$ cat src/rtl/conv_frame_sequencer.sv
// Frame sequencer for a conv/maxpool pipeline: streams one frame of pixels out of
// frame memory, then waits for the pipeline's output counts to finish the frame.
module conv_frame_sequencer #(
  parameter int IN_DATA_WIDTH = 8,
  parameter int ROW_SIZE      = 28,
  parameter int COLUMN_SIZE   = 28,
  parameter int KERNEL_SIZE1  = 3,
  parameter int KERNEL_SIZE2  = 2,
  parameter int ADDR_W        = 10,
  parameter int CNT_W         = 10,
  parameter int DRAIN_TIMEOUT = 1024
) (
  input  logic                     clock,
  input  logic                     reset,
  input  logic                     start,
  input  logic                     pause,
  output logic                     mem_rd_en,
  output logic [ADDR_W-1:0]        mem_addr,
  input  logic [IN_DATA_WIDTH-1:0] mem_data,
  output logic [IN_DATA_WIDTH-1:0] pixel_out,
  output logic                     pixel_valid,
  input  logic                     con_valid_in,
  input  logic                     max_valid_in,
  output logic [CNT_W-1:0]         con_count,
  output logic [CNT_W-1:0]         max_count,
  output logic                     busy,
  output logic                     done,
  output logic                     error
);

  localparam int N_PIX   = ROW_SIZE * COLUMN_SIZE;
  localparam int N_CON   = (ROW_SIZE - KERNEL_SIZE1 + 1) * (COLUMN_SIZE - KERNEL_SIZE1 + 1);
  localparam int N_MAX   = N_CON / (KERNEL_SIZE2 * KERNEL_SIZE2);
  localparam int DRAIN_W = $clog2(DRAIN_TIMEOUT + 1);

  typedef enum logic [1:0] {S_IDLE, S_FEED, S_DRAIN, S_DONE} state_t;

  state_t               state_q, state_d;
  logic [ADDR_W-1:0]    addr_q, addr_d;
  logic [CNT_W-1:0]     con_count_q, con_count_d;
  logic [CNT_W-1:0]     max_count_q, max_count_d;
  logic [DRAIN_W-1:0]   drain_q, drain_d;
  logic                 error_q, error_d;
  logic                 busy_q, busy_d;
  logic                 done_q, done_d;
  logic                 pixel_valid_q;
  logic                 rd_en;

  assign rd_en       = (state_q == S_FEED) && !pause;
  assign mem_rd_en   = rd_en;
  assign mem_addr    = addr_q;
  assign pixel_out   = mem_data;
  assign pixel_valid = pixel_valid_q;
  assign con_count   = con_count_q;
  assign max_count   = max_count_q;
  assign busy        = busy_q;
  assign done        = done_q;
  assign error       = error_q;

  always_comb begin
    state_d     = state_q;
    addr_d      = addr_q;
    con_count_d = con_count_q;
    max_count_d = max_count_q;
    drain_d     = drain_q;
    error_d     = error_q;

    // Pipeline outputs are tallied only while a frame is in flight; counts saturate
    // at the frame target and any extra valid is flagged as a fault.
    if (state_q == S_FEED || state_q == S_DRAIN) begin
      if (con_valid_in) begin
        if (con_count_q == CNT_W'(N_CON)) error_d = 1'b1;
        else                              con_count_d = con_count_q + CNT_W'(1);
      end
      if (max_valid_in) begin
        if (max_count_q == CNT_W'(N_MAX)) error_d = 1'b1;
        else                              max_count_d = max_count_q + CNT_W'(1);
      end
    end

    case (state_q)
      S_IDLE: begin
        if (start) begin
          state_d     = S_FEED;
          addr_d      = '0;
          con_count_d = '0;
          max_count_d = '0;
          error_d     = 1'b0;
        end
      end
      S_FEED: begin
        drain_d = '0;
        if (rd_en) begin
          if (addr_q == ADDR_W'(N_PIX - 1)) state_d = S_DRAIN;
          else                              addr_d  = addr_q + ADDR_W'(1);
        end
      end
      S_DRAIN: begin
        if (con_count_d == CNT_W'(N_CON) && max_count_d == CNT_W'(N_MAX)) begin
          state_d = S_DONE;
        end else if (drain_q == DRAIN_W'(DRAIN_TIMEOUT - 1)) begin
          state_d = S_DONE;
          error_d = 1'b1;
        end else begin
          drain_d = drain_q + DRAIN_W'(1);
        end
      end
      default: state_d = S_IDLE;
    endcase

    busy_d = (state_d == S_FEED) || (state_d == S_DRAIN);
    done_d = (state_d == S_DONE);
  end

  always_ff @(posedge clock) begin
    if (reset) begin
      state_q       <= S_IDLE;
      addr_q        <= '0;
      con_count_q   <= '0;
      max_count_q   <= '0;
      drain_q       <= '0;
      error_q       <= 1'b0;
      busy_q        <= 1'b0;
      done_q        <= 1'b0;
      pixel_valid_q <= 1'b0;
    end else begin
      state_q       <= state_d;
      addr_q        <= addr_d;
      con_count_q   <= con_count_d;
      max_count_q   <= max_count_d;
      drain_q       <= drain_d;
      error_q       <= error_d;
      busy_q        <= busy_d;
      done_q        <= done_d;
      pixel_valid_q <= rd_en;
    end
  end

endmodule

$ cat config.mk
export PLATFORM = sky130hd
export DESIGN_NAME = conv_frame_sequencer
export DESIGN_NICKNAME = d
export VERILOG_FILES = /design/src/rtl/conv_frame_sequencer.sv
export SDC_FILE = /design/constraint.sdc
export NUM_CORES = 1
export LEC_CHECK = 0
export BUFFER_PORTS_ARGS = -buffer_cell sky130_fd_sc_hd__buf_2
export CORE_AREA = 5 5 82 84
export DETAILED_ROUTE_END_ITERATION = 10
export DIE_AREA = 0 0 87 89
export PLACE_DENSITY_LB_ADDON = 0.1
export RECOVER_POWER = 100
export SYNTH_ARGS = -nofsm -noshare
export SYNTH_HDL_FRONTEND = slang
export SYNTH_SLANG_ARGS = --single-unit
$ cat constraint.sdc
create_clock -name clock -period 4.4 [get_ports clock]
set_input_delay 0 -clock clock [delete_from_list [all_inputs] [get_ports clock]]
set_output_delay 0 -clock clock [all_outputs]
set_load 0.02 [all_outputs]
==> qor.csv, run 1 <==
metric,value,unit
outcome,completed,
total_leakage_power,0.00104,uW
fmax,0.273,GHz
num_vias,2434,
ys.flop_type,dfxtp_1,
switching_power,194,uW
yosysWarnings,0,
min_period,3.67,ns
clock_path_buffers,2,
hold_viol_final,0,
synthArstFlopShare,0,%
setup_viol,0,
cap_violations,0,
grt_pass1_vias,2275,
drc,0,
grt_start_max_net_pins,22,
antenna_found_initial,0,
grt_usage,17.2,%
final_common_cell,dfxtp_1,
cp.arrival,3.86,ns
cts_num_sinks,47,
critical_path.max_fanout,21,
place_congestion,0.861,
post_cts_buffers,0,
pwr-share-comb,8.6,%
whs,0.00000723,ns
drv_slew,0,
drt_wl_total,6330,um
syn_to_final_growth,6.37,%
worstSetupPathType,reg2reg,
dieArea,0.00774,mm2
io_pins,57,
layout_common_cells,"47 x dfxtp_1, 38 x nor2_1, 35 x clkbuf_1, 28 x nand2_1, 21 x a21oi_1",
wl_per_cell,14.3,um
rows,28,
numCtsBuffers,5,
clk_pin_slew,0.09,ns
first_pass_iters,4,
synth_seq_cells,47,
clock_latency,0.30,ns
post-route-util,51.4,%
grt_overflow,0,
vias_per_cell,5.48,
layout.nets,394,
syn-num-nets,365,
hold_buffers,0,
drive_gt1_share,6.78,%
intPower,573,uW
worst_hold_path_type,in2out,
final_antenna_net_count,0,
worst_pin_slew,0.698,ns
endpoint_kind,flop,
rsz0062_at_grt,false,
synth.distinct_cells,57,
worstSetupStartpointType,flop,
drt_iter0_markers,82,
tns,0,ns
final.period_utilization,83.3,%
post_cts_resized,0,
cp.required,4.59,ns
pwr-share-seq,56.5,%
die_h,89,um
cts_root_buf,clkbuf_8,
syn_inst,340,
pwr-share-clk,34.9,%
irDropWorstVdd,0.000107,V
p_sw_share,25.3,%
finalClockSkew,0.00751,ns
power_density,255,mW/mm2
diodes,0,
start_util,48.4,%
grt_pass1_wl,10700,um
core_region_area,0.00585,mm2
avgSynthCellArea,8.32,um2
numPortBuffers,40,
dieWidth,87,um
synth_area,0.00283,mm2
tritoncts,built,
seq_area_frac_synth,33.3,%
dp_hpwl,4780,um
relSlewSlack,53.4,%
synth_enable_flop_cells,0,
htreeDepth,2,
==> registers in the layout, indices dropped and copies added, names as in the netlist <==
signal	cells
drain_q	11
con_count	10
max_count	10
mem_addr	10
state_q	2
busy	1
done	1
error	1
pixel_valid	1
==> worst max-delay path, cell delays in order (launching register included) <==
cell and delay [ns]:
dfxtp_1 0.39, inv_1 0.09, ha_1 0.31, buf_4 0.23, nand2_1 0.09, a31oi_1 0.43, mux2i_1 0.19, nor4b_1 0.30
or4b_1 0.56, a21oi_2 0.36, nor2_1 0.12, nor2_1 0.12, ha_1 0.23, nor2b_1 0.12
==> final cells by class <==
type                       count  area, um2
tap                           75       93.8
sequential                    47        941
clock inverter                 1       5.00
clock buffer                   6       82.6
multi-input combinational    262       1680
timing repair buffer          41        164
inverter                      12       45.0
fill                         608       2840
==> power groups by stage <==
stage | clock [uW] | sequential, uW | combinational, uW
6_report | 268 | 433 | 65.8
5_1_grt | 297 | 434 | 74.3
4_1_cts | 280 | 433 | 69.9
3_5_place_dp | 0 | 443 | 69.8
3_3_place_gp | 0 | 443 | 69.4
2_1_floorplan | 0 | 446 | 57.6
==> synthesized netlist by cell type (8+ instances only) <==
library cell / n / share of area, %
o21ai_0: 15 / 2.7
a21oi_1: 20 / 3.5
inv_1: 12 / 1.6
and2_1: 8 / 1.8
xor2_1: 13 / 4.0
and3_1: 10 / 2.2
nand3_1: 13 / 2.3
nor2_1: 38 / 5.0
dfxtp_1: 47 / 33
nand2_1: 28 / 3.7
xnor2_1: 14 / 4.3
buf_4: 12 / 3.2
or3_1: 8 / 1.8
nand4_1: 12 / 2.7
ha_1: 11 / 4.9
==> path summary, 6_finish.rpt <==
path,start,endpoint,slack (ns),cells after the start
setup / recovery,state_q[0],busy,0.73,13
setup reg to reg,state_q[0],busy,0.73,13
hold reg to reg,drain_q[10],drain_q[10],0.45,2
hold / removal,mem_data[0],pixel_out[0],0.000007,0
==> layer usage <==
layer,track usage (%),vias to the layer above,wire length [um]
li1,-,1250,-
met1,22.0,1139,2980
met2,29.5,41,3050
met3,3.41,4,264
met4,4.96,0,42
met5,0,-,0
==> per-stage QoR <==
step | cells | worst slack (ns) | area [um2] | total power (uW)
after floorplan | 340 | 1.23 | 2830 | 504
after global placement | 437 | 0.974 | 3010 | 512
after detailed placement | 437 | 0.894 | 3010 | 513
after CTS | 444 | 0.860 | 3100 | 783
after global routing | 444 | 0.407 | 3010 | 805
final | 444 | 0.733 | 3010 | 766
==> logic make-up after synthesis <==
family / after synthesis / share of synthesized area (%)
and+or+nand+nor: 156 / 30.5
adders and majority gates: 11 / 4.87
xor gates and xnor gates: 27 / 8.36
AOI/OAI and AO/OA: 62 / 14.9
muxes: 6 / 2.26
buffers and inverters: 31 / 5.79
DFF: 47 / 33.3
(Power assumes the default switching activity.)
==> run 2: changes to the inputs <==
- clock period: 4.4 -> 3 ns (I/O delays scaled with it)
==> run 2 against run 1 <==
Net effect:
- clock skew is 0.0040 ns lower
- critical endpoint unchanged
- setup slack worse by 0.74 ns
- critical path depth is 1 lower
- the run now ends with setup timing left
- clock power is 41% higher
==> qor.csv, run 2 (synthesized netlist as in run 1, its figures left out) <==
metric,value,unit,change
drv_slew,0,,unchanged
finalClockSkew,0.00354,ns,was 0.00751 ns
diodes,0,,unchanged
critical_path.max_fanout,8,,was 21
min_period,3.01,ns,was 3.67 ns
worstSetupPathType,reg2reg,,unchanged
drt_iter0_markers,71,,was 82
worst_hold_path_type,in2out,,unchanged
worst_pin_slew,0.696,ns,was 0.698 ns
layout.nets,416,,was 394
outcome,finished with violations,,was completed
grt_pass1_wl,11900,um,was 10700 um
num_vias,2555,,was 2434
dp_hpwl,5100,um,was 4780 um
final.period_utilization,100,%,was 83.3%
numPortBuffers,40,,unchanged
vias_per_cell,5.47,,was 5.48
tritoncts,built,,unchanged
min_to,pixel_out[0],,unchanged
io_pins,57,,unchanged
layout_common_cells,"44 x dfxtp_1, 37 x nor2_1, 35 x clkbuf_1, 28 x nand2_1, 20 x a21oi_1",,"was 47 x dfxtp_1, 38 x nor2_1, 35 x clkbuf_1, 28 x nand2_1, 21 x a21oi_1"
cp.required,3.20,ns,was 4.59 ns
drt_wl_total,6720,um,was 6330 um
hold_viol_final,0,,unchanged
numCtsBuffers,5,,unchanged
setup_viol,1,,was 0
place_congestion,0.783,,was 0.861
final_cells,467,,was 444
htreeDepth,2,,unchanged
r2r_end,busy,,unchanged
die_h,89,um,unchanged
drive_gt1_share,16.3,%,was 6.78%
largest-register,drain_q,,unchanged
grt_usage,19.1,%,was 17.2%
relSlewSlack,53.5,%,was 53.4%
power,1130,uW,was 766 uW
reg2reg_slack,-0.005,ns,was 0.73 ns
largest_reg_flops,11,,unchanged
rsz0062_at_grt,true,,was false
fmax,0.333,GHz,was 0.273 GHz
fin_ws,-0.00536,ns,was 0.733 ns
antenna_found_initial,0,,unchanged
dieArea,0.00774,mm2,unchanged
hold_buffers,0,,unchanged
dieWidth,87,um,unchanged
endpoint_kind,flop,,unchanged
clock_path_buffers,2,,unchanged
core_region_area,0.00585,mm2,unchanged
cts_root_buf,clkbuf_8,,unchanged
power_density,347,mW/mm2,was 255 mW/mm2
min_from,mem_data[0],,unchanged
clock_latency,0.30,ns,about the same
total_leakage_power,0.00120,uW,was 0.00104 uW
grt_pass1_vias,2563,,was 2275
syn_to_final_growth,15.2,%,was 6.37%
min_path_cells,0,,unchanged
final_common_cell,dfxtp_1,,unchanged
worstSetupStartpointType,flop,,unchanged
clk_pin_slew,0.09,ns,about the same
tns,-0.00536,ns,was 0 ns
rows,28,,unchanged
drc,0,,unchanged
start_util,48.4,%,unchanged
wl_per_cell,14.4,um,was 14.3 um
dp_cells,456,,was 437
final_antenna_net_count,0,,unchanged
violations,setup timing,,
cts_num_sinks,47,,unchanged
cap_violations,0,,unchanged
irDropWorstVdd,0.000174,V,was 0.000107 V
cp.arrival,3.20,ns,was 3.86 ns
ff2ff_path_depth,12,,was 13
grt_overflow,0,,unchanged
grt_start_max_net_pins,19,,was 22
rr_startpoint,state_q[1],,was state_q[0]
first_pass_iters,4,,unchanged
-- run 2: worst max-delay path, cell delays in order (launching register included) --
cell	delay, ns
dfxtp_2	0.34
inv_2	0.05
ha_4	0.32
nand4_4	0.09
or4_4	0.50
xor2_1	0.17
nor4b_2	0.20
or4b_4	0.53
a21oi_4	0.16
nor2_2	0.06
nor2_1	0.10
ha_1	0.24
nor2b_1	0.13
-- run 2: cell type report --
cell class                      count  area, um2
Multi-Input combinational cell    262       1770
Clock inverter                      1       5.00
Timing Repair Buffer               63        328
Fill cell                         582       2590
Inverter                           12       45.0
Sequential cell                    47        945
Clock buffer                        7       76.3
Tap cell                           75       93.8
-- run 2: repair_timing --
item                       4_1_cts  5_1_grt
buffers inserted                 2        1
cloned                           0        0
setup endpoints to repair        1        8
pin swaps                        1        2
resized for setup                0        4
-- run 2: how the worst max path moves through the flow --
stage          startpoint   end  slack [ns]  cells after the start
6_report       state_q[1]  busy      -0.005                     12
4_1_cts        state_q[0]  busy       -0.03                     12
2_1_floorplan  state_q[0]  busy     -0.0005                     13
3_3_place_gp   state_q[0]  busy        0.09                     12
3_5_place_dp   state_q[0]  busy      -0.007                     12
5_1_grt        state_q[0]  busy       -0.13                     12
-- run 2: stage by stage --
step	instance area (um2)	util, %	hold WS (ns)	setup slack (ns)
2_1_floorplan	2860	-	0.0898	-0.000464
3_3_place_gp	3190	54.5	0.000137	0.0866
3_5_place_dp	3190	54.5	0.000137	-0.00723
4_1_cts	3280	56.1	0.000137	-0.0258
5_1_grt	3260	55.7	0.0000370	-0.132
6_report	3260	55.7	0.00000723	-0.00536
-- run 2: per-layer routing --
layer  track usage, %  part of all wire [%]
met5                0                     0
met2             32.6                    47
met4             6.09                   1.4
met3             2.95                   3.9
met1             24.7                    47
-- run 2: power breakdown --
part | leakage, uW | switching [uW] | internal, uW | total, uW
logic | 0.000774 | 74.2 | 44.7 | 119
clock network | 0.0000422 | 214 | 164 | 378
registers | 0.000380 | 4.63 | 629 | 634
==> run 3: changes to the inputs <==
- CELL_PAD_IN_SITES_DETAIL_PLACEMENT: unset -> 0
- CELL_PAD_IN_SITES_GLOBAL_PLACEMENT: unset -> 1
- CORE_AREA: 5 5 82 84 -> 5 5 94 96
- CTS_CLUSTER_DIAMETER: unset -> 40
- DIE_AREA: 0 0 87 89 -> 0 0 99 101
==> run 3 against run 2 <==
Net effect:
- the run now ends clean
- final cell count up 7.7%
- first-iteration DRC count down 35%
- setup slack better by 0.019 ns
- non-clock buffer count up 6
- critical path depth unchanged
- largest cell class unchanged
- highest routed layer unchanged
==> qor.csv, run 3 (synthesized netlist as in run 1, its figures left out) <==
metric,value,unit,change
crit_slowest_cell,or4b_4,,unchanged
post-route-util,43.2,%,was 55.7%
final_area,0.00344,mm2,was 0.00326 mm2
cap_violations,0,,unchanged
htreeDepth,2,,unchanged
grt_start_max_net_pins,19,,unchanged
grt_usage,15.1,%,was 19.1%
endpoint_kind,flop,,unchanged
final.period_utilization,99.5,%,was 100%
num_vias,2537,,was 2555
min_to,pixel_out[1],,was pixel_out[0]
clock_path_buffers,2,,unchanged
min_from,mem_data[1],,was mem_data[0]
crit_path_start,state_q[0],,was state_q[1]
worst_hold_path_type,in2out,,unchanged
numPortBuffers,40,,unchanged
grt_pass1_wl,12200,um,was 11900 um
cts_root_buf,clkbuf_8,,unchanged
worst_path_largest_cell_delay,0.53,ns,about the same
first_pass_iters,4,,unchanged
die_h,101,um,was 89 um
total_leakage_power,0.00127,uW,was 0.00120 uW
grt_overflow,0,,unchanged
outcome,completed,,was finished with violations
relSlewSlack,54.4,%,was 53.5%
place_congestion,0.806,,was 0.783
drive_gt1_share,19.3,%,was 16.3%
cp.required,3.19,ns,was 3.20 ns
worst_pin_slew,0.682,ns,was 0.696 ns
diodes,0,,unchanged
grt_pass1_vias,2490,,was 2563
largest_reg_flops,11,,unchanged
finalClockSkew,0.00818,ns,was 0.00354 ns
reg2reg_slack,0.01,ns,was -0.005 ns
drv_slew,0,,unchanged
antenna_found_initial,0,,unchanged
r2r_end,busy,,unchanged
path_cells,inv_2 -> ha_4 -> nand4_4 -> or4_4 -> xor2_2 -> nor4b_4 -> or4b_4 -> a21oi_4 -> nor2_2 -> nor2_1 -> ha_1 -> nor2b_1,,was inv_2 -> ha_4 -> nand4_4 -> or4_4 -> xor2_1 -> nor4b_2 -> or4b_4 -> a21oi_4 -> nor2_2 -> nor2_1 -> ha_1 -> nor2b_1
syn_to_final_growth,21.6,%,was 15.2%
numCtsBuffers,5,,unchanged
drt_iter0_markers,46,,was 71
start_util,35.5,%,was 48.4%
io_pins,57,,unchanged
whs,0.00000742,ns,was 0.00000723 ns
largest-register,drain_q,,unchanged
drt_wl_total,7160,um,was 6720 um
final_antenna_net_count,0,,unchanged
cp.arrival,3.18,ns,was 3.20 ns
layout.nets,422,,was 416
hold_viol_final,0,,unchanged
final_common_cell,dfxtp_1,,unchanged
clk_pin_slew,0.09,ns,about the same
cts_num_sinks,47,,unchanged
dieArea,0.0100,mm2,was 0.00774 mm2
dp_hpwl,5500,um,was 5100 um
setup_viol,0,,was 1
rr_startpoint,state_q[0],,was state_q[1]
final_cells,503,,was 467
irDropWorstVdd,0.000181,V,was 0.000174 V
clock_latency,0.30,ns,about the same
fmax,0.335,GHz,was 0.333 GHz
min_period,2.99,ns,was 3.01 ns
rsz0062_at_grt,true,,unchanged
post_dp_cell_area,0.00327,mm2,was 0.00319 mm2
drc,0,,unchanged
wl_per_cell,14.2,um,was 14.4 um
vias_per_cell,5.04,,was 5.47
ff2ff_path_depth,12,,unchanged
rows,33,,was 28
layout_common_cells,"43 x dfxtp_1, 37 x nor2_1, 33 x clkbuf_1, 28 x nand2_1, 27 x buf_4",,"was 44 x dfxtp_1, 37 x nor2_1, 35 x clkbuf_1, 28 x nand2_1, 20 x a21oi_1"
critical_path.max_fanout,5,,was 8
dp_cells,492,,was 456
fillers,820,,was 582
tritoncts,built,,unchanged
min_path_cells,0,,unchanged
power_density,382,mW/mm2,was 347 mW/mm2
dieWidth,99,um,was 87 um
core_region_area,0.00797,mm2,was 0.00585 mm2
worstSetupPathType,reg2reg,,unchanged
worstSetupStartpointType,flop,,unchanged
[run 3: cell count changes in the layout (fill, tap and decap cells not counted), sizes merged]
cell	change
clkinv	-1
clkbuf	-2
bufinv	+2
buf	+7
[run 3: metrics by stage]
step / setup TNS (ns) / power [uW] / setup slack [ns]
after global routing: -0.119 / 1380 / -0.119
after global placement: 0 / 769 / 0.0550
after floorplan: -0.000464 / 744 / -0.000464
final: 0 / 1310 / 0.0140
after detailed placement: -0.0281 / 770 / -0.0281
after CTS: -0.00436 / 1340 / -0.00436
[run 3: worst max-delay path by stage]
stage / to / slack, ns / depth (start not counted)
2_1_floorplan: busy / -0.0005 / 13
3_3_place_gp: busy / 0.06 / 12
3_5_place_dp: busy / -0.03 / 12
4_1_cts: busy / -0.004 / 12
5_1_grt: busy / -0.12 / 12
6_report: busy / 0.01 / 12
[run 3: power breakdown]
part	internal [uW]	switching [uW]	leakage, uW
combinational	46.0	77.2	0.000823
clock	333	223	0.0000654
sequential	629	4.93	0.000381
[run 3: timing repair]
| action | CTS | global route |
|---|---|---|
| endpoints found under the setup margin | 1 | 11 |
| buffers inserted | 2 | 1 |
| cloned | 0 | 0 |
| hold buffers | 0 | 0 |
| resized for setup | 1 | 9 |
| pin swaps | 1 | 1 |
[run 3: per-layer routing]
layer	GRT usage [%]	up-vias	part of all wire, %
li1	-	1314	-
met1	19.3	1183	47
met2	25.4	35	48
met3	3.67	5	3.9
met4	3.99	0	0.99
met5	0	-	0
[run 3: area by class of cell]
| cell class | instances | area, um2 | share of cell area, % |
|---|---|---|---|
| multi-input combinational | 262 | 1810 | 52.7 |
| sequential | 47 | 946 | 27.5 |
| timing repair buffer | 69 | 373 | 10.8 |
| tap | 105 | 131 | 3.82 |
| clock buffer | 6 | 72.6 | 2.11 |
| clock inverter | 2 | 60.1 | 1.75 |
| inverter | 12 | 45.0 | 1.31 |
[run 3: critical path, delay by kind of cell, from the launching register on]
| family | cells | cell delay, ns |
|---|---|---|
| AND/OR/NAND/NOR | 7 | 1.60 |
| adder cells (fa/ha/maj) | 2 | 0.53 |
| flip-flops | 1 | 0.35 |
| XOR/XNOR | 1 | 0.17 |
| AO/OA/AOI/OAI | 1 | 0.16 |
| buffers and inverters | 1 | 0.05 |
